[src/rtl/mem_pattern_writer.sv]
// Avalon-MM DMA writer: fills a buffer with an incrementing or Galois-LFSR
// 64-bit pattern and keeps the reader-compatible checksum sum(hi+lo) mod 2^32.
module mem_pattern_writer (
    input  logic        clk,
    input  logic        reset,
    input  logic [1:0]  ctrl_address,
    input  logic        ctrl_write,
    input  logic [31:0] ctrl_writedata,
    input  logic        ctrl_read,
    output logic [31:0] ctrl_readdata,
    output logic        ctrl_waitrequest,
    output logic        master_write,
    output logic [31:0] master_address,
    output logic [63:0] master_writedata,
    input  logic        master_waitrequest,
    output logic        master_burstcount,
    output logic [7:0]  master_byteenable,
    output logic        irq
);

    localparam logic [1:0]  ST_IDLE  = 2'd0;
    localparam logic [1:0]  ST_WRITE = 2'd1;
    localparam logic [1:0]  ST_DONE  = 2'd2;
    localparam logic [31:0] LFSR_MASK = 32'h8020_0003;

    logic [1:0]  state;
    logic [31:0] start_addr;
    logic [31:0] remaining;
    logic [31:0] seed;
    logic [31:0] checksum;
    logic [31:0] pat;         // S(2k+2): first half of the word after the one presented
    logic        mode;
    logic        aborted;
    logic        abort_pend;

    function automatic logic [31:0] pat_step(input logic [31:0] s, input logic lfsr);
        if (lfsr)
            return s[0] ? ((s >> 1) ^ LFSR_MASK) : (s >> 1);
        return s + 32'd1;
    endfunction

    logic        busy, done;
    logic        wr_addr0, wr_addr1, wr_addr2, wr_addr3;
    logic        start, start_run, start_empty;
    logic        abort_req, irq_clr, accept, last_beat, irq_set;
    logic [31:0] seed_eff, s1, s2, p1, p2;
    logic [31:0] rd_mux;

    assign busy        = (state == ST_WRITE);
    assign done        = (state == ST_DONE);
    assign wr_addr0    = ctrl_write && (ctrl_address == 2'd0);
    assign wr_addr1    = ctrl_write && (ctrl_address == 2'd1);
    assign wr_addr2    = ctrl_write && (ctrl_address == 2'd2);
    assign wr_addr3    = ctrl_write && (ctrl_address == 2'd3);
    assign start       = wr_addr1 && !busy;
    assign start_run   = start && (ctrl_writedata != 32'd0);
    assign start_empty = start && (ctrl_writedata == 32'd0);
    assign abort_req   = wr_addr3 && ctrl_writedata[1];
    assign irq_clr     = wr_addr3 && ctrl_writedata[2];
    assign accept      = busy && master_write && !master_waitrequest;
    assign last_beat   = accept && ((remaining == 32'd1) || abort_pend || abort_req);
    assign irq_set     = start_empty || last_beat;

    // The LFSR has a lock-up state at zero, so a zero seed is promoted to 1.
    assign seed_eff = (mode && (seed == 32'd0)) ? 32'd1 : seed;
    assign s1       = pat_step(seed_eff, mode);
    assign s2       = pat_step(s1, mode);
    assign p1       = pat_step(pat, mode);
    assign p2       = pat_step(p1, mode);

    always_comb begin
        rd_mux = 32'd0;
        case (ctrl_address)
            2'd0: rd_mux = start_addr;
            2'd1: rd_mux = remaining;
            2'd2: rd_mux = checksum;
            2'd3: rd_mux = {28'd0, aborted, mode, done, busy};
            default: rd_mux = 32'd0;
        endcase
    end

    assign master_burstcount = 1'b1;
    assign master_byteenable = 8'hFF;

    always_ff @(posedge clk or posedge reset) begin
        if (reset) begin
            state            <= ST_IDLE;
            start_addr       <= 32'd0;
            remaining        <= 32'd0;
            seed             <= 32'd0;
            checksum         <= 32'd0;
            pat              <= 32'd0;
            mode             <= 1'b0;
            aborted          <= 1'b0;
            abort_pend       <= 1'b0;
            irq              <= 1'b0;
            master_write     <= 1'b0;
            master_address   <= 32'd0;
            master_writedata <= 64'd0;
            ctrl_readdata    <= 32'd0;
            ctrl_waitrequest <= 1'b0;
        end else begin
            ctrl_waitrequest <= 1'b0;
            if (ctrl_read)
                ctrl_readdata <= rd_mux;

            if (wr_addr0 && !busy) start_addr <= {ctrl_writedata[31:3], 3'b000};
            if (wr_addr2 && !busy) seed       <= ctrl_writedata;
            if (wr_addr3 && !busy) mode       <= ctrl_writedata[0];

            // A set in the same cycle as IRQ_CLR wins.
            if (irq_set)
                irq <= 1'b1;
            else if (irq_clr || start_run)
                irq <= 1'b0;

            case (state)
                ST_IDLE, ST_DONE: begin
                    if (start_run) begin
                        state            <= ST_WRITE;
                        remaining        <= ctrl_writedata;
                        master_address   <= start_addr;
                        master_writedata <= {s1, seed_eff};
                        pat              <= s2;
                        master_write     <= 1'b1;
                        checksum         <= 32'd0;
                        aborted          <= 1'b0;
                        abort_pend       <= 1'b0;
                    end else if (start_empty) begin
                        state      <= ST_DONE;
                        remaining  <= 32'd0;
                        checksum   <= 32'd0;
                        aborted    <= 1'b0;
                        abort_pend <= 1'b0;
                    end
                end
                ST_WRITE: begin
                    if (abort_req)
                        abort_pend <= 1'b1;
                    // The presented beat is held under stall; it always counts once accepted.
                    if (accept) begin
                        checksum         <= checksum + master_writedata[63:32] + master_writedata[31:0];
                        remaining        <= remaining - 32'd1;
                        master_address   <= master_address + 32'd8;
                        master_writedata <= {p1, pat};
                        pat              <= p2;
                    end
                    if (last_beat) begin
                        state        <= ST_DONE;
                        master_write <= 1'b0;
                        aborted      <= (remaining != 32'd1);
                        abort_pend   <= 1'b0;
                    end
                end
                default: begin
                    state        <= ST_IDLE;
                    master_write <= 1'b0;
                end
            endcase
        end
    end

endmodule

[config.mk]
export PLATFORM = sky130hd
export DESIGN_NAME = mem_pattern_writer
export DESIGN_NICKNAME = d
export VERILOG_FILES = /design/src/rtl/mem_pattern_writer.sv
export SDC_FILE = /design/constraint.sdc
export NUM_CORES = 1
export LEC_CHECK = 0
export ABC_CLOCK_PERIOD_IN_PS = 11500
export CAP_MARGIN = 25
export CORE_ASPECT_RATIO = 1.75
export CORE_MARGIN = 1
export CORE_UTILIZATION = 65
export CTS_CLUSTER_SIZE = 25
export DETAILED_ROUTE_END_ITERATION = 16
export DONT_BUFFER_PORTS = 1
export PLACE_DENSITY = 0.81
export SETUP_SLACK_MARGIN = 0.02
export SLEW_MARGIN = 40
export SYNTH_ARGS = -nofsm -noshare
export SYNTH_HDL_FRONTEND = slang
export SYNTH_SLANG_ARGS = --single-unit
[constraint.sdc]
create_clock -name clk -period 11.5 [get_ports clk]
set_input_delay 2.3 -clock clk [delete_from_list [all_inputs] [get_ports clk]]
set_output_delay 2.3 -clock clk [all_outputs]
set_load 0.03 [all_outputs]
Word-level counts from Yosys, hierarchy flattened
Index checks and enable logic that the tools add are counted.
Storage, ports and cells
  bits in registers: 292
  input bits: 39
  output and inout port bits: 140
  word-level logic and storage cells: 121
Cells by class
  add/subtract/negate cells: 8
  eq/ne operators: 12
  multiplexer cells: 47
  bitwise logic cells: 4
  reductions and logical operators: 36
Operator list (count)
  $mux W32: 22
  $pmux W32 S2: 4
  $add A32 B1 Y32 const B: 4
  $mux W64: 2
  $pmux W32 S4: 1
  $pmux W64 S2: 1
  $add A32 B32 Y32: 2
  $logic_not A32 Y1: 2
  $add A32 B4 Y32 const B: 1
  $eq A32 B1 Y1 const B: 1
  $ne A32 B1 Y1 const B: 1
  $reduce_bool A32 Y1: 1
  $sub A32 B1 Y32 const B: 1
  $logic_and A1 B1 Y1: 16
  $not A3 Y4: 4
  $reduce_and A3 Y1: 4
  $mux W1: 10
  $eq A2 B2 Y1 const B: 3
  $mux W2: 3
  $pmux W1 S2: 3
  $eq A2 B1 Y1 const B: 2
  $logic_not A2 Y1: 2
  $logic_or A1 B1 Y1: 4
  $ne A2 B1 Y1 const B: 2
  8 further kinds: 11

Longest topological paths before layout
Gate-level depths: netlist of the first run.
  depth in word-level cells: 13
  gate-level depth with buffers: 21
  depth with buffers taken out: 15

Worst setup path before layout of the first run
Ideal clock, no wire load.
  path kind: reg-to-reg
  start: reg mode
  end: reg pat[30]
  library setup time: 104 ps
  arrival: 4764 ps
  data required time: 11396 ps
  slack: 6633 ps
  stages on the path, launching flop included: 21
  path buffers: 9
  period minus slack after synthesis: 4867 ps
  cell sequence: dfrtp_1 clkbuf_2 clkbuf_1 buf_2 buf_2 buf_2 buf_2 clkbuf_1 buf_1 clkbuf_1 nand2_1 o21ai_0 ha_1 inv_1 nor4_1 nand2_1 nor4_2 nand4_1 nor4_1 xnor2_1 a221oi_1
Between the ends
  word-level cells in the longest chain between the ends: 10
  elaborated cells between the ends (all ways): 20
  those cells by class: add/sub (3); mux (15); bitwise (1); reduce/logical (1)
Ends and longest elaborated chain
  start, declared: RTL line 32  | logic mode;
  start signal, assigned: RTL line 109  | if (wr_addr3 && !busy) mode <= ctrl_writedata[0];
  parallel branches: the longest is 9 deep, another holds $add A32 B1 Y32
  $pmux W32 S2 (*): RTL line 117  | case (state)
  end signal, assigned: RTL line 146  | pat <= p2;
  end, declared: RTL line 31  | logic [31:0] pat;
Every way passes the cells marked *. The select of a mux whose other input is x is not followed.
A chain may end at the register's enable or synchronous reset.

Final worst setup path of the first run
  start: reg seed[25]
  end: reg pat[29]
Between the ends
  word-level cells in the longest chain between the ends: 11
  elaborated cells between the ends (all ways): 14
  those cells by class: add/sub (2); mux (9); bitwise (1); reduce/logical (2)
Ends and longest elaborated chain
  start, declared: RTL line 29  | logic [31:0] seed;
  start signal, assigned: RTL line 108  | if (wr_addr2 && !busy) seed <= ctrl_writedata;
  $logic_not A32 Y1: RTL line 65  | assign seed_eff = (mode && (seed == 32'd0)) ? 32'd1 : seed;
  $logic_and A1 B1 Y1: RTL line 65
  $mux W32 (*): RTL line 65
  parallel branches: the longest is 3 deep, another holds $add A32 B1 Y32
  $mux W32 (*): RTL line 39  | return s + 32'd1;
  $add A32 B1 Y32 / $mux W32 (equally long branches): RTL line 39, 37
  $mux W32 (*): RTL line 39
  $mux W32 (*): RTL line 119  | if (start_run) begin
  $pmux W32 S2 (*): RTL line 117
Marks and branches as above.

==> results of run 1 <==
==> layout by cell type, fill, tap and decap left out, types with 10 or more instances in the layout <==
cell	n
a211oi_1	12
a21o_1	17
a21oi_1	237
a22oi_1	19
a31oi_1	43
and3_1	32
buf_4	19
clkbuf_16	29
conb_1	13
dfrtp_1	288
fa_1	32
ha_1	37
inv_1	30
mux2_2	72
mux2i_1	58
nand2_1	241
nand2b_1	28
nand3_1	90
nand4_1	34
nor2_1	263
nor2b_1	17
nor3_1	52
nor4_1	44
o211ai_1	24
o21a_1	15
o21ai_0	176
o22ai_1	19
o31a_1	10
o31ai_1	22
xnor2_1	87
xor2_1	43
==> synth_stat cells, types with 23 or more instances <==
cell	n	share of area [%]
fa_1	32	3.2
inv_1	31	0.57
nor2_1	265	4.9
a31oi_1	43	1.3
and3_1	32	0.99
mux2_2	72	4.0
xnor2_1	87	3.8
dfrtp_1	289	36
buf_2	24	0.59
nor4_1	46	1.4
clkbuf_1	132	2.4
buf_1	23	0.42
nand4_1	34	1.0
o211ai_1	24	0.89
mux2i_1	58	2.9
nor3_1	52	1.3
xor2_1	43	1.9
nand2b_1	28	0.86
o21ai_0	176	4.3
a21oi_1	237	5.8
nand3_1	90	2.2
ha_1	37	2.3
nand2_1	243	4.5
==> layer usage <==
| layer | GRT usage (%) | wire (um) | up-vias |
|---|---|---|---|
| li1 | - | - | 8387 |
| met1 | 50.35 | 23510 | 9005 |
| met2 | 67.44 | 31370 | 1150 |
| met3 | 8.016 | 6437 | 261 |
| met4 | 26.42 | 4829 | 0 |
| met5 | 0 | 0 | - |
==> sequential cells by signal, summed over array words and instances (netlist names) <==
name              flops
master_writedata     64
checksum             32
ctrl_readdata        32
pat                  32
remaining            32
seed                 32
master_address       29
start_addr           29
state                 2
abort_pend            1
aborted               1
irq                   1
master_write          1
mode                  1
==> worst min-delay path, stage by stage (launching register included) <==
cell,delay [ns]
dfrtp_1,0.35
nand3_1,0.07
o21ai_0,0.07
==> report_power, final <==
group	internal, W	switching, W	leakage [nW]
Combinational	0.00176	0.00268	4.54
Clock	0.000556	0.000415	0.462
Sequential	0.00146	0.00116	3.47
==> kinds of logic after synthesis <==
logic type               Yosys count
multiplexers                     133
AND/OR/NAND/NOR                  891
adder cells (fa/ha/maj)           69
flip-flops                       289
AO/OA/AOI/OAI                    668
XOR/XNOR                         130
other                              2
buffers and inverters            235
==> area by class of cell <==
type                            count  area (um^2)  area share, %
Tap cell                          391        489.2          2.307
Sequential cell                   289         7236          34.12
Clock inverter                      7        90.09         0.4248
Multi-Input combinational cell   1904        12210          57.58
Timing Repair Buffer               23        191.4         0.9027
Clock buffer                       43        858.3          4.047
Inverter                           32        132.6         0.6254
==> stage by stage <==
step | total power [W] | hold WS (ns) | cells | cell area [um^2] | worst slack [ns]
finish | 0.008033 | 0.5223 | 2689 | 21210 | 5.888
global route | 0.008586 | 0.5507 | 2689 | 21210 | 5.633
CTS | 0.007898 | 0.5204 | 2689 | 21180 | 5.759
detailed placement | 0.006897 | 0.5066 | 2639 | 20240 | 5.809
global placement | 0.006721 | 0.5036 | 2638 | 20200 | 5.899
floorplan | 0.005788 | 0.4635 | 2428 | 20350 | 1.223
==> worst paths after layout <==
check                      slack, ns  cells after the start                end
max in group asynchronous       8.68                      2            pat[25]
min in group asynchronous       1.61                      1  ctrl_readdata[29]
max reg2reg                     5.89                     14            pat[29]
min                             0.52                      2            aborted
max                             5.89                     14            pat[29]
min reg2reg                     0.52                      2            aborted
==> impl_metrics.csv, run 1 <==
group,metric,value,unit
drt,postRouteAntennaNets,0,
synthesis,synthFlopType,"dfrtp_1",
critical_path,crit_path_end_kind,"flop",
floorplan,die_w,135.6,um
critical_path,crit_buf_inv,0,
timing,fin_crit_sh,48.80,%
hold_path,min_from,"aborted",
clock_tree,cts_hold_buf,0,
grt,grt_antenna_before_repair,1,
pwr,leakagePower,8.471,nW
drt,drt_iter0_markers,1672,
timing,fin_crit,5.612,ns
drt,drc,0,
timing,hold_viol,0,
timing,slew_viol_final,0,
status,status,"complete, no violations",
final_layout,area_delta_synth_final,4.404,%
critical_path,slowest_stage,"nor4_1",
synthesis,synth-adder-area-share,5.433,%
synthesis,synthArstFlopShare,100.0,%
floorplan,rows,85,
timing,slew_headroom,43.87,%
grt,grt_pass1_wl,102500,um
clock_tree,post_cts_buffers,0,
clock_tree,ctsResizeCount,0,
floorplan,pin_count,179,
synthesis,synthSimpleGateAreaFrac,21.27,%
placement,port_buffers,0,
pwr,peakVddDrop,0.2713,mV
timing,rsz0062_at_grt,"no",
flow_run,maxCapViolCount,0,
floorplan,die_y,235.9,um
synthesis,synth_xor_area_share,5.605,%
clock_tree,cts_buffers,29,
synthesis,postSynthCellCount,2417,
critical_path,regToRegStartpoint,"seed[25]",
drt,wl_per_cell,24.60,um
synthesis,yosysWarnings,0,
synthesis,syn_area,20310,um^2
timing,setup_viol_count_final,0,
critical_path,slowest_delay,0.77,ns
synthesis,synth_top_family_by_area,"simple AND/OR/NAND/NOR gates",
clock_tree,cts_tree,"built",
critical_path,crit_required,12.00,ns
synthesis,post_synth_mux_area_share,7.182,%
critical_path,crit_start,"seed[25]",
clock_tree,clk_pin_slew,0.07,ns
final_layout,fin_nets,2387,
hold_path,min-delay-path-class,"flop to flop",
final_layout,final_util,69.00,%
clock_tree,cts.htree.levels,1,
synthesis,avgSynthCellArea,8.404,um^2
synthesis,synth_edf_count,0,
clock_tree,clock_latency,0.58,ns
clock_tree,clock-root-buffer,"clkbuf_16",
timing,fmax,0.1782,GHz
placement,routabilityCongestion,0.9981,
synthesis,synth_seq_cells,289,
final_layout,n_antenna_cell,0,
timing,finalClockSkew,0.008088,ns
timing,setup_tns,0,ns
grt,first_global_vias,18220,
critical_path,cp_top_family,"simple AND/OR/NAND/NOR gates",
clock_tree,cts_sinks,289,
floorplan,start_util,66.09,%
pwr,power.density,378.8,nW/um^2
final_layout,fillers,2500,
drt,wirelength,66150,um
timing,worstMarginPinSlew,0.8342,ns
critical_path,timing.critical_path.cells,"nor4_1, nand4_1, o41ai_2, ha_1, nand3_1, nor4_2, nand3_1, xor2_1, o31ai_1, nand3_1, nor4_1, nand2_1, xnor2_1, o21ai_0",
floorplan,design.core.area,30740,um^2
placement,dp_hpwl,47560,um
grt,grtUsageTotal,41.68,%
grt,grt_max_degree,110,
critical_path,arrival,6.11,ns
critical_path,crit_top_cell,"nand3_1",
floorplan,dieArea,31990,um^2
synthesis,synth_compound_area_share,19.99,%
clock_tree,clockBufferDepth,3,
drt,via_count,18800,
critical_path,crit_type,"flop to flop",
critical_path,crit_fanout,8,
synthesis,synth.distinct_cells,87,
grt,grt-ovfl-total,0,
synthesis,synth_seq_area_share,35.60,%
final_layout,drive_gt1_share,8.094,%
critical_path,start_kind,"flop",
drt,firstDrtPassIters,5,
drt,viasPerCell,6.993,
Power figures use the tool's default switching activity.
==> run 2, diff against run 1 <==
--- a/config.mk
+++ b/config.mk
@@ -5,15 +5,15 @@
 export SDC_FILE = /design/constraint.sdc
 export NUM_CORES = 1
 export LEC_CHECK = 0
-export ABC_CLOCK_PERIOD_IN_PS = 11500
+export ABC_CLOCK_PERIOD_IN_PS = 4560
 export CAP_MARGIN = 25
 export CORE_ASPECT_RATIO = 1.75
 export CORE_MARGIN = 1
-export CORE_UTILIZATION = 65
+export CORE_UTILIZATION = 59
 export CTS_CLUSTER_SIZE = 25
 export DETAILED_ROUTE_END_ITERATION = 16
 export DONT_BUFFER_PORTS = 1
-export PLACE_DENSITY = 0.81
+export PLACE_DENSITY = 0.78
 export SETUP_SLACK_MARGIN = 0.02
 export SLEW_MARGIN = 40
 export SYNTH_ARGS = -nofsm -noshare
==> constraint.sdc (replaced) <==
create_clock -name clk -period 4.56 [get_ports clk]
set_input_delay 0.912 -clock clk [delete_from_list [all_inputs] [get_ports clk]]
set_output_delay 0.912 -clock clk [all_outputs]
set_load 0.03 [all_outputs]
==> impl_metrics.csv, run 2 (synthesized netlist as in run 1, its figures left out) <==
group,metric,value,unit
placement,post-place-ws,0.07962,ns
timing,hold_ws,0.2285,ns
clock_tree,clockBufferDepth,3,
floorplan,die_y,247.5,um
hold_path,min-delay-path-class,"input pin to async pin",
timing,setup_viol_count_final,0,
pwr,switching_share,52.32,%
critical_path,crit_required,5.05,ns
critical_path,crit_fanout,5,
drt,wirelength,67550,um
critical_path,crit_buf_inv,3,
final_layout,fin_nets,2488,
clock_tree,cts_buffers,28,
pwr,peakVddDrop,0.6163,mV
floorplan,rows,89,
drt,drc,0,
drt,wl_per_cell,23.66,um
final_layout,area_delta_synth_final,8.783,%
clock_tree,clk_pin_slew,0.06,ns
status,status,"complete, no violations",
critical_path,slowest_stage,"o41ai_4",
pwr,comb_power_share,58.6,%
final_layout,largest_register_ffs,64,
pwr,pwr-share-seq,30.4,%
placement,routabilityCongestion,1.014,
final_layout,n_antenna_cell,0,
floorplan,dieArea,35200,um^2
clock_tree,cts_tree,"built",
final_layout,registers.top_by_ff_count,"master_writedata",
pwr,pwr-share-clk,11.0,%
drt,drt_iter0_markers,1480,
final_layout,final_util,65.28,%
floorplan,design.core.area,33850,um^2
timing,finalClockSkew,0.01269,ns
final_layout,mostFrequentLayoutCell,"dfrtp_1",
drt,wl_met2,32620,um
critical_path,crit_top_cell,"buf_4",
clock_tree,clock_latency,0.58,ns
flow_run,maxCapViolCount,0,
clock_tree,clock-root-buffer,"clkbuf_16",
placement,port_buffers,0,
clock_tree,cts.htree.levels,1,
drt,via_count,18880,
drt,m1WireLength,24150,um
critical_path,slowest_delay,0.41,ns
drt,route.met3.wl,5353,um
final_layout,design_area,22100,um^2
pwr,intPower,0.009824,W
final_layout,final_cell_mix,"288 x dfrtp_1, 263 x nor2_1, 241 x nand2_1, 237 x a21oi_1, 176 x o21ai_0",
critical_path,start_kind,"flop",
timing,slew_headroom,45.45,%
critical_path,cp_top_family,"simple AND/OR/NAND/NOR gates",
grt,grt_max_degree,157,
final_layout,fillers,2855,
floorplan,die_w,142.3,um
placement,dp_hpwl,51300,um
critical_path,worstRegToRegCells,17,
grt,first_global_vias,18400,
final_layout,drive_gt1_share,12.17,%
grt,grt-ovfl-total,0,
drt,top_layer,"met5",
critical_path,cp.depth,17,
pwr,power.density,932.3,nW/um^2
critical_path,crit_type,"flop to flop",
grt,grt_pass1_wl,103300,um
grt,grt_antenna_before_repair,2,
critical_path,timing.critical_path.cells,"nor4_1, buf_4, nand4_1, o41ai_4, ha_2, nand3_1, buf_4, nor4_1, mux2i_1, o211ai_1, nor3_4, nand3_1, nor4_2, buf_4, nand2_1, xnor2_1, o21ai_0",
pwr,p_sw,0.01078,W
timing,fin_crit,4.408,ns
drt,firstDrtPassIters,6,
timing,worstMarginPinSlew,0.8183,ns
timing,fmax,0.2268,GHz
grt,grtUsageTotal,38.55,%
timing,fin_crit_sh,96.67,%
timing,layout_setup_ws,0.1517,ns
drt,postRouteAntennaNets,0,
floorplan,start_util,60.01,%
critical_path,arrival,4.90,ns
placement,dpl_cell_area,21160,um^2
pwr,leakagePower,9.001,nW
drt,viasPerCell,6.613,
clock_tree,cts_sinks,289,
timing,setup_tns,0,ns
timing,hold_viol,0,
critical_path,crit_path_end_kind,"flop",
timing,slew_viol_final,0,
floorplan,pin_count,179,
[run 2: changes by cell type in the layout (fill, tap and decap cells not counted), sizes merged]
| cell | delta |
|---|---|
| clkbuf | -7 |
| buf | +102 |
| inv | +4 |
| clkinvlp | -1 |
| bufinv | -2 |
| clkinv | +6 |
[run 2: what timing repair did]
item                       CTS  global route
setup endpoints to repair    0            12
hold buffers                 0             0
resized for setup            0             8
setup buffers                0             3
[run 2: cell type report]
| cell class | count | area, um^2 | share of cell area [%] |
|---|---|---|---|
| Multi-Input combinational cell | 1904 | 12240 | 55.37 |
| Inverter | 32 | 123.9 | 0.5606 |
| Tap cell | 455 | 569.3 | 2.576 |
| Clock inverter | 14 | 92.59 | 0.4190 |
| Sequential cell | 289 | 7236 | 32.74 |
| Timing Repair Buffer | 125 | 1069 | 4.836 |
| Clock buffer | 36 | 772.0 | 3.494 |
[run 2: path summary, 6_finish.rpt]
kind                         startpoint           endpoint  slack, ns
setup reg to reg               seed[25]            pat[29]       0.15
setup / recovery               seed[25]            pat[29]       0.15
hold reg to reg            checksum[17]       checksum[17]       0.54
max in group asynchronous         reset               mode       3.38
hold / removal                    reset  ctrl_readdata[28]       0.23
min in group clk              ctrl_read  ctrl_readdata[30]       0.42
[run 2: per-layer routing]
metal	vias to the layer above	global-route usage (%)
met3	267	6.579
met2	976	64.81
met1	9036	44.09
li1	8597	-
met5	-	0
met4	4	28.05
[run 2: power by group through the flow]
stage	combinational (W)	clock, W	sequential, W
floorplan	0.00907	0	0.00554
global placement	0.0114	0	0.00622
detailed placement	0.0118	0	0.00627
CTS	0.0118	0.00228	0.00623
global route	0.0133	0.00237	0.00642
finish	0.0121	0.00226	0.00627
[run 2: stage by stage]
| step | std cells | total power, W |
|---|---|---|
| 3_5_place_dp | 2802 | 0.01805 |
| 3_3_place_gp | 2798 | 0.01766 |
| 4_1_cts | 2852 | 0.02035 |
| 5_1_grt | 2855 | 0.02208 |
| 2_1_floorplan | 2428 | 0.01461 |
| 6_report | 2855 | 0.02060 |
[run 2: worst reg2reg max path, delay by kind of cell (launching register included)]
kind                       cells  cell delay [ns]
DFF                            1             0.38
buffers and inverters          3             0.53
muxes                          1             0.32
adders and majority gates      1             0.25
and+or+nand+nor                8             1.95
xor gates and xnor gates       1             0.13
AOI/OAI and AO/OA              3             0.76
==> run 3, diff against run 2 <==
--- a/config.mk
+++ b/config.mk
@@ -15,7 +15,9 @@
 export DONT_BUFFER_PORTS = 1
 export PLACE_DENSITY = 0.78
 export SETUP_SLACK_MARGIN = 0.02
+export SKIP_CTS_REPAIR_TIMING = 1
 export SLEW_MARGIN = 40
 export SYNTH_ARGS = -nofsm -noshare
 export SYNTH_HDL_FRONTEND = slang
 export SYNTH_SLANG_ARGS = --single-unit
+export TNS_END_PERCENT = 20
==> impl_metrics.csv, run 3 (synthesized netlist as in run 1, its figures left out) <==
group,metric,value,unit
critical_path,regToRegStartpoint,"seed[17]",
drt,wl_per_cell,24.04,um
floorplan,dieArea,35200,um^2
timing,slew_viol_final,0,
clock_tree,clk_pin_slew,0.07,ns
drt,wirelength,68620,um
drt,firstDrtPassIters,6,
timing,setup_viol_count_final,0,
timing,fin_crit,4.336,ns
timing,fin_crit_sh,95.08,%
timing,fmax,0.2306,GHz
clock_tree,cts_tree,"built",
drt,postRouteAntennaNets,0,
final_layout,largest_register_ffs,64,
clock_tree,clock-root-buffer,"clkbuf_16",
grt,first_global_vias,18340,
final_layout,drive_gt1_share,12.17,%
grt,grt_pass1_wl,104600,um
final_layout,final_cell_mix,"288 x dfrtp_1, 263 x nor2_1, 241 x nand2_1, 237 x a21oi_1, 176 x o21ai_0",
drt,viasPerCell,6.609,
drt,wl_met2,33450,um
pwr,leakagePower,9.042,nW
placement,place_inst,2801,
final_layout,n_antenna_cell,0,
placement,routabilityCongestion,1.022,
final_layout,registers.top_by_ff_count,"master_writedata",
critical_path,cp_top_family,"simple AND/OR/NAND/NOR gates",
critical_path,worstRegToRegCells,15,
floorplan,start_util,60.01,%
critical_path,crit_fanout,6,
pwr,power.density,947.6,nW/um^2
critical_path,crit_start,"seed[17]",
timing,rsz0062_at_grt,"no",
floorplan,die_w,142.3,um
critical_path,arrival,4.82,ns
drt,via_count,18860,
critical_path,slowest_delay,0.52,ns
drt,drc,0,
final_layout,fin_nets,2485,
timing,slew_headroom,39.75,%
grt,grtUsageTotal,39.05,%
placement,post-place-ws,0.1499,ns
drt,route.met3.wl,5378,um
floorplan,pin_count,179,
clock_tree,clock_latency,0.58,ns
final_layout,fillers,2889,
critical_path,crit_path_end_kind,"flop",
timing,layout_setup_ws,0.2242,ns
critical_path,crit_type,"flop to flop",
placement,dp_hpwl,50950,um
drt,drt_iter0_markers,1575,
placement,port_buffers,0,
critical_path,start_kind,"flop",
critical_path,r2r_slack,0.22,ns
critical_path,r2r_end,"pat[28]",
status,status,"complete, no violations",
flow_run,maxCapViolCount,0,
clock_tree,cts.htree.levels,1,
floorplan,rows,89,
drt,top_layer,"met4",
clock_tree,clockBufferDepth,3,
critical_path,slowest_stage,"or4b_4",
floorplan,design.core.area,33850,um^2
final_layout,area_delta_synth_final,9.270,%
grt,grt-ovfl-total,0,
timing,hold_viol,0,
critical_path,timing.critical_path.cells,"nor4_1, nand3_1, o41ai_4, ha_2, and3_1, buf_4, and4_1, nor3_1, or4b_4, nor3_4, nand3_2, nor4_2, xnor2_1, o21a_1, a211oi_1",
clock_tree,cts_buffers,28,
drt,m1WireLength,25160,um
grt,grt_max_degree,157,
hold_path,min-delay-path-class,"input pin to async pin",
timing,finalClockSkew,0.01620,ns
pwr,peakVddDrop,0.5328,mV
final_layout,layout.cells.non_filler,2854,
critical_path,crit_buf_inv,1,
final_layout,final_util,65.57,%
final_layout,mostFrequentLayoutCell,"dfrtp_1",
grt,grt_antenna_before_repair,0,
floorplan,die_y,247.5,um
timing,worstMarginPinSlew,0.8955,ns
clock_tree,cts_sinks,289,
critical_path,crit_required,5.04,ns
==> run 3: cell types whose count changed in the layout (fill, tap and decap cells not counted), sizes merged <==
cell | before | now
bufinv | 0 | 7
clkinv | 11 | 8
inv | 34 | 31
buf | 125 | 122
clkbuf | 36 | 37
==> run 3: power breakdown <==
group | switching [W] | internal, W | leakage [nW]
combinational | 0.00721 | 0.00491 | 5.05
sequential | 0.00253 | 0.00369 | 3.47
clock | 0.00107 | 0.00163 | 0.522
==> run 3: how the worst max path moves through the flow <==
stage                       endpoint  cells past startpoint  slack, ns
after floorplan           abort_pend                      1      -0.19
after global placement       pat[29]                     15       0.22
after detailed placement     pat[29]                     15       0.15
after CTS                    pat[29]                     15       0.12
after global routing         pat[28]                     14       0.05
final                        pat[28]                     15       0.22
==> run 3: per-stage QoR <==
| step | hold WS [ns] | area (um^2) | total power [W] | TNS [ns] |
|---|---|---|---|---|
| floorplan | 0.4635 | 20370 | 0.01460 | -53.75 |
| global placement | 0.5055 | 21100 | 0.01766 | 0 |
| detailed placement | 0.5151 | 21100 | 0.01801 | 0 |
| CTS | 0.2368 | 22150 | 0.02078 | 0 |
| global route | 0.2652 | 22200 | 0.02247 | 0 |
| finish | 0.2397 | 22200 | 0.02103 | 0 |
==> run 3: metal layers <==
metal	vias to the layer above	global-route usage, %
met5	-	0
met4	0	25.05
met3	216	6.560
met2	906	65.74
met1	9128	45.94
li1	8612	-
==> run 3: cell type report <==
cell class,count,area (um^2),area share [%]
multi-input combinational,1904,12220,55.05
sequential,289,7236,32.60
timing repair buffer,122,991.0,4.464
clock buffer,37,795.8,3.585
tap,455,569.3,2.565
clock inverter,15,261.5,1.178
inverter,32,123.9,0.5581
